<file path="config.mk">
export PLATFORM = sky130hd
export DESIGN_NAME = sys_csr_trap_unit
export DESIGN_NICKNAME = d
export VERILOG_FILES = /design/src/rtl/sys_pkg.sv /design/src/rtl/sys_csr_trap_unit_csr_alu.sv /design/src/rtl/sys_csr_trap_unit.sv
export SDC_FILE = /design/constraint.sdc
export NUM_CORES = 1
export LEC_CHECK = 0
export ABC_CLOCK_PERIOD_IN_PS = 3150
export CORE_ASPECT_RATIO = 1.5
export CORE_MARGIN = 4
export CORE_UTILIZATION = 45
export DETAILED_ROUTE_END_ITERATION = 12
export PLACE_DENSITY = 0.68
export SLEW_MARGIN = 20
export SYNTH_ARGS = -nofsm -noshare
export SYNTH_HDL_FRONTEND = slang
export SYNTH_SLANG_ARGS = --single-unit
</file>
<file path="constraint.sdc">
create_clock -name clk -period 3.15 [get_ports clk]
set_clock_uncertainty 0.1 [all_clocks]
set_input_delay 0.315 -clock clk [delete_from_list [all_inputs] [get_ports clk]]
set_output_delay 0.315 -clock clk [all_outputs]
set_load 0.01 [all_outputs]
</file>
<file path="src/rtl/sys_pkg.sv">
// Shared types and constants for the machine-mode system unit:
// op encoding, CSR sub-op codes, CSR addresses and mstatus field positions.
package sys_pkg;

  typedef enum logic [1:0] {
    OP_CSR    = 2'd0,
    OP_ECALL  = 2'd1,
    OP_EBREAK = 2'd2,
    OP_MRET   = 2'd3
  } op_e;

  typedef enum logic [1:0] {
    ST_IDLE,
    ST_TRAP,
    ST_RESP
  } state_e;

  localparam logic [2:0] F3_RW  = 3'b001;
  localparam logic [2:0] F3_RS  = 3'b010;
  localparam logic [2:0] F3_RC  = 3'b011;
  localparam logic [2:0] F3_RWI = 3'b101;
  localparam logic [2:0] F3_RSI = 3'b110;
  localparam logic [2:0] F3_RCI = 3'b111;

  localparam logic [11:0] CSR_MSTATUS  = 12'h300;
  localparam logic [11:0] CSR_MTVEC    = 12'h305;
  localparam logic [11:0] CSR_MSCRATCH = 12'h340;
  localparam logic [11:0] CSR_MEPC     = 12'h341;
  localparam logic [11:0] CSR_MCAUSE   = 12'h342;

  localparam int MSTATUS_MIE    = 3;
  localparam int MSTATUS_MPIE   = 7;
  localparam int MSTATUS_MPP_HI = 12;
  localparam int MSTATUS_MPP_LO = 11;

  // 000 and 100 are the only func3 encodings with no CSR meaning
  function automatic logic legal_func3(input logic [2:0] f3);
    return f3[1:0] != 2'b00;
  endfunction

endpackage

</file>
<file path="src/rtl/sys_csr_trap_unit_csr_alu.sv">
// Combinational CSR read-modify-write: operand select, rw/rs/rc and the
// "no write when rs1/zimm is zero" rule for set/clear forms.
module sys_csr_trap_unit_csr_alu
  import sys_pkg::*;
#(
  parameter int XLEN = 64
) (
  input  logic [2:0]      func3,
  input  logic [XLEN-1:0] old_val,
  input  logic [XLEN-1:0] src1,
  input  logic [4:0]      src1_id,
  output logic [XLEN-1:0] new_val,
  output logic            wr_en
);

  logic [XLEN-1:0] operand;

  always_comb begin
    operand = func3[2] ? XLEN'(src1_id) : src1;
    new_val = operand;
    unique case (func3[1:0])
      2'b10:   new_val = old_val | operand;
      2'b11:   new_val = old_val & ~operand;
      default: new_val = operand;
    endcase
    wr_en = (func3[1:0] == 2'b01) || (src1_id != 5'd0);
  end

endmodule

</file>
<file path="src/rtl/sys_csr_trap_unit.sv">
// Machine-mode CSR file with csr ops, ecall/ebreak trap entry and mret,
// behind a valid/ready request and a registered single-cycle response.
module sys_csr_trap_unit
  import sys_pkg::*;
#(
  parameter int              XLEN          = 64,
  parameter logic [XLEN-1:0] MSTATUS_RST   = 64'h0000_000a_0000_1800,
  parameter int              MCAUSE_ECALL  = 11,
  parameter int              MCAUSE_EBREAK = 3
) (
  input  logic            clk,
  input  logic            rst_n,
  input  logic            req_valid,
  output logic            req_ready,
  input  logic [1:0]      op,
  input  logic [2:0]      func3,
  input  logic [11:0]     csr_addr,
  input  logic [XLEN-1:0] src1,
  input  logic [4:0]      src1_id,
  input  logic [XLEN-1:0] pc,
  input  logic [4:0]      dst_id,
  output logic            resp_valid,
  output logic            wb_vld,
  output logic [4:0]      wb_addr,
  output logic [XLEN-1:0] wb_data,
  output logic            redirect_vld,
  output logic [XLEN-1:0] redirect_pc,
  output logic            illegal
);

  localparam logic [XLEN-1:0] LOW2_MASK = ~XLEN'(3);

  state_e          state_reg, state_next;
  logic [XLEN-1:0] mstatus_reg, mtvec_reg, mscratch_reg, mepc_reg, mcause_reg;
  logic            trap_ebreak_reg;
  logic            accept;
  logic            addr_ok;
  logic [XLEN-1:0] csr_old;
  logic [XLEN-1:0] alu_new;
  logic            alu_wr;

  assign req_ready = (state_reg == ST_IDLE);
  assign accept    = req_valid && req_ready;

  always_comb begin
    csr_old = '0;
    addr_ok = 1'b1;
    case (csr_addr)
      CSR_MSTATUS:  csr_old = mstatus_reg;
      CSR_MTVEC:    csr_old = mtvec_reg;
      CSR_MSCRATCH: csr_old = mscratch_reg;
      CSR_MEPC:     csr_old = mepc_reg;
      CSR_MCAUSE:   csr_old = mcause_reg;
      default:      addr_ok = 1'b0;
    endcase
  end

  sys_csr_trap_unit_csr_alu #(.XLEN(XLEN)) u_csr_alu (
    .func3   (func3),
    .old_val (csr_old),
    .src1    (src1),
    .src1_id (src1_id),
    .new_val (alu_new),
    .wr_en   (alu_wr)
  );

  always_ff @(posedge clk) begin
    if (!rst_n) state_reg <= ST_IDLE;
    else        state_reg <= state_next;
  end

  always_comb begin
    state_next = state_reg;
    case (state_reg)
      ST_IDLE: begin
        if (accept) begin
          if (op_e'(op) == OP_ECALL || op_e'(op) == OP_EBREAK) state_next = ST_TRAP;
          else                                                 state_next = ST_RESP;
        end
      end
      ST_TRAP: state_next = ST_RESP;
      ST_RESP: state_next = ST_IDLE;
      default: state_next = ST_IDLE;
    endcase
  end

  always_ff @(posedge clk) begin
    if (!rst_n) begin
      mstatus_reg     <= MSTATUS_RST;
      mtvec_reg       <= '0;
      mscratch_reg    <= '0;
      mepc_reg        <= '0;
      mcause_reg      <= '0;
      trap_ebreak_reg <= 1'b0;
      resp_valid      <= 1'b0;
      wb_vld          <= 1'b0;
      wb_addr         <= '0;
      wb_data         <= '0;
      redirect_vld    <= 1'b0;
      redirect_pc     <= '0;
      illegal         <= 1'b0;
    end else begin
      // Response fields are pulses: cleared unless this edge enters RESP
      resp_valid   <= 1'b0;
      wb_vld       <= 1'b0;
      wb_addr      <= '0;
      wb_data      <= '0;
      redirect_vld <= 1'b0;
      redirect_pc  <= '0;
      illegal      <= 1'b0;
      case (state_reg)
        ST_IDLE: begin
          if (accept) begin
            case (op_e'(op))
              OP_CSR: begin
                resp_valid <= 1'b1;
                if (!addr_ok || !legal_func3(func3)) begin
                  illegal <= 1'b1;
                end else begin
                  wb_vld  <= (dst_id != 5'd0);
                  wb_addr <= dst_id;
                  wb_data <= csr_old;
                  if (alu_wr) begin
                    case (csr_addr)
                      CSR_MSTATUS:  mstatus_reg  <= alu_new;
                      CSR_MTVEC:    mtvec_reg    <= alu_new;
                      CSR_MSCRATCH: mscratch_reg <= alu_new;
                      CSR_MEPC:     mepc_reg     <= alu_new & LOW2_MASK;
                      CSR_MCAUSE:   mcause_reg   <= alu_new;
                      default: ;
                    endcase
                  end
                end
              end
              OP_ECALL, OP_EBREAK: begin
                mepc_reg        <= pc & LOW2_MASK;
                trap_ebreak_reg <= (op_e'(op) == OP_EBREAK);
              end
              OP_MRET: begin
                mstatus_reg[MSTATUS_MIE]                   <= mstatus_reg[MSTATUS_MPIE];
                mstatus_reg[MSTATUS_MPIE]                  <= 1'b1;
                mstatus_reg[MSTATUS_MPP_HI:MSTATUS_MPP_LO] <= 2'b11;
                resp_valid   <= 1'b1;
                redirect_vld <= 1'b1;
                redirect_pc  <= mepc_reg;
              end
              default: ;
            endcase
          end
        end
        ST_TRAP: begin
          mcause_reg <= trap_ebreak_reg ? XLEN'(MCAUSE_EBREAK) : XLEN'(MCAUSE_ECALL);
          mstatus_reg[MSTATUS_MPIE]                  <= mstatus_reg[MSTATUS_MIE];
          mstatus_reg[MSTATUS_MIE]                   <= 1'b0;
          mstatus_reg[MSTATUS_MPP_HI:MSTATUS_MPP_LO] <= 2'b11;
          resp_valid   <= 1'b1;
          redirect_vld <= 1'b1;
          redirect_pc  <= mtvec_reg & LOW2_MASK;
        end
        default: ;
      endcase
    end
  end

endmodule

</file>
==> summary.md, run 1 <==
| Metric | Value |
|---|---|
| CTS Buf Count | `45` |
| Core area | `0.04294 mm²` |
| Initial DRC Count | `2,140` |
| Avg Cell Area, Syn | `8.511 µm²` |
| DRC Markers | `0` |
| Min-Delay Path Class | `primary input to flip-flop` |
| Multi-input gate area | `0.009679 mm²` |
| Placed cell count | `3,159` |
| Net count, final | `2,797` |
| CP Cell Sequence | `nor3b_1, and3_1, nand2_1, nor3_2, nand2_2, buf_4, o31ai_1` |
| Via count | `20,450` |
| 1st-pass router iterations | `8` |
| Status | `complete, no violations` |
| Crit. End Element | `flip-flop` |
| RePlAce Congestion | `0.9650` |
| Detail Placement HPWL | `53,780 µm` |
| Largest net degree at the start of global routing | `74` |
| Filler cells | `3,664` |
| Max frequency | `363.7 MHz` |
| Initial Util | `45.61%` |
| Top_reg_cell synth | `dfxtp_1` |
| Final WS setup | `400.4 ps` |
| Initial antenna violation count | `2` |
| Register Area | `0.009129 mm²` |
| Layout area overhead | `33.64%` |
| Die Area | `0.04699 mm²` |
| Max-capacitance violation count | `0` |
| Number of unique standard cell types used by synthesis | `73` |
| Post-Syn Area | `0.01958 mm²` |
| Post-synth top area share | `46.61%` |
| Setup TNS | `0 ps` |
| Commonest non-fill, non-tap cell in the layout | `dfxtp_1` |
| Count of synthesis-stage warnings from yosys | `0` |
| Worst Path Required | `3520 ps` |
| Die Width | `178.3 µm` |
| WP data arrival | `3120 ps` |
| Seq cells post-synth | `456` |
| Worst slack, placed | `-125.4 ps` |
| Slew headroom | `48.98%` |
| PostCTS Resize Cnt | `0` |
| GRT Util Overall | `32.21%` |
| CTS tree | `yes` |
| Crit-path slowest cell | `nor3b_1` |
| Final period util | `87.29%` |
| DRT Wirelength | `79,340 µm` |
| Hold_ws | `86.66 ps` |
| Syn Inst Count | `2,301` |
| Final setup viols | `0` |
| Die height | `263.5 µm` |
| Peak supply drop | `0.4436 mV` |
| Least-Margin Pin Slew | `765.3 ps` |
| Delay of the slowest critical-path stage | `640 ps` |
| Max Slew Vio Count | `0` |
| Max clock buf depth | `3` |
| Final std cells w/o fill | `3,241` |
| Critical path type | `flip-flop to flip-flop` |
| Most frequent cells in the layout | `456 x dfxtp_1, 289 x clkdlybuf4s50_1, 263 x o21ai_0` |
| Crit path max fanout | `9` |
| Vias in the first global route | `20,380` |
| Worst-path clk slew | `60 ps` |
| Post-DR vias/cell | `6.310` |
| Register area share after synthesis | `46.61%` |
| Final hold violation count | `0` |
| CTS H-tree depth | `2` |
| Pleak | `9.540 nW` |
| Synth top area cells | `dfxtp_1 47%, o21ai_0 6.7%, a21oi_1 6.0%, a22oi_1 4.6%, nand2_1 4.2%` |
| Cts hold-fix bufs | `0` |
| Worst-skew pair later-pin latency | `560 ps` |
| Post-CTS setup buffer count | `0` |
| Yosys top cell by area | `dfxtp_1` |
| Unrepaired setup endpoints after global routing | `no` |
| Io pins | `296` |
| Buffers added on ports | `291` |
| GRT Residual Overflow | `0` |
| Global-route wire length before repair | `118,100 µm` |
| Wire per inst | `24.48 µm` |
| Root Driver | `clkbuf_16` |
| Post-synth EDFFs | `0` |
| TritonCTS Sinks | `456` |
| FFs w/ async S/R, synth | `0%` |
| Core Rows | `93` |
| Startpoint Class | `flip-flop` |
| Antenna-violating nets left | `0` |
| Layout cells sized above 1 | `13.90%` |
| Final min period | `2750 ps` |
| Cell Pwr Density | `483.2 mW/mm²` |
-- worst paths after layout --
path,start,to,slack (ps),cells past startpoint
worst max-delay path,state_reg[0],mepc_reg[4],400,7
worst min register to register,mstatus_reg[57],mstatus_reg[57],360,2
worst min-delay path,rst_n,mtvec_reg[50],90,3
worst max register to register,state_reg[0],mepc_reg[4],400,7
-- critical path, delay by kind of cell (launching register included) --
family	cells	cell delay, ps
AOI/OAI and AO/OA	1	190
DFF	1	370
buffers and inverters	1	220
and+or+nand+nor	5	1780
-- area by class of cell --
| class | count | share of cell area (%) |
|---|---|---|
| Tap cell | 570 | 2.725 |
| Clock inverter | 19 | 0.8414 |
| Inverter | 7 | 0.1004 |
| Clock buffer | 61 | 5.072 |
| Multi-Input combinational cell | 1615 | 36.98 |
| Sequential cell | 456 | 34.88 |
| Timing Repair Buffer | 511 | 19.38 |
| Antenna cell | 2 | 0.01912 |
-- report_power, final --
group / internal [W] / switching, W
clock: 0.00329 / 0.00234
combinational: 0.000459 / 0.000708
sequential: 0.00582 / 0.0000395
-- per-stage QoR --
stage	power, W	cell area [µm²]	utilization [%]
floorplan	0.006519	19590	-
global placement	0.007101	24620	57.34
detailed placement	0.007114	24620	57.34
finish	0.01265	26170	60.96
CTS	0.01267	26170	60.94
global route	0.01298	26170	60.96
-- cells in the mapped netlist (all sizes together) (3+ instances only) --
library cell,number
nor4,12
a31oi,77
nor3,56
dfxtp,456
mux2i,63
and2,5
o21ai,264
o31a,4
nand2,223
nand3b,36
a31o,9
nor2b,17
buf,68
a32oi,30
nand2b,13
a211oi,33
clkbuf,156
nand3,25
and3,42
o32ai,3
nor2,151
a2bb2oi,27
o22ai,62
o31ai,5
a22o,29
o211ai,9
a221oi,4
or2,3
ha,3
a21oi,237
inv,7
or3,3
mux2,14
a22oi,121
-- metal layers --
layer | vias to the layer above | global-route usage, % | share of wire, %
met2 | 1278 | 55.11 | 49
li1 | 9154 | - | -
met3 | 328 | 5.674 | 8.8
met5 | - | 0 | 0
met4 | 0 | 19.64 | 6.6
met1 | 9692 | 36.95 | 36
-- kinds of logic (layout without fill, tap and decap cells) --
group	after synthesis	in the layout	synth area share, %
AO/OA/AOI/OAI	937	937	29.54
AND/OR/NAND/NOR	596	596	14.69
flip-flops	456	456	46.61
buffers and inverters	231	598	4.913
multiplexers	77	77	4.025
adder cells (fa/ha/maj)	3	3	0.1917
other	1	4	0.01915
(Power assumes the default switching activity.)
==> inputs of run 2 (changes only) <==
HOLD_SLACK_MARGIN = 0.03   (was default)
==> results of run 2 <==
Same layout as run 1: the final DEF is identical, and so are final timing and power.
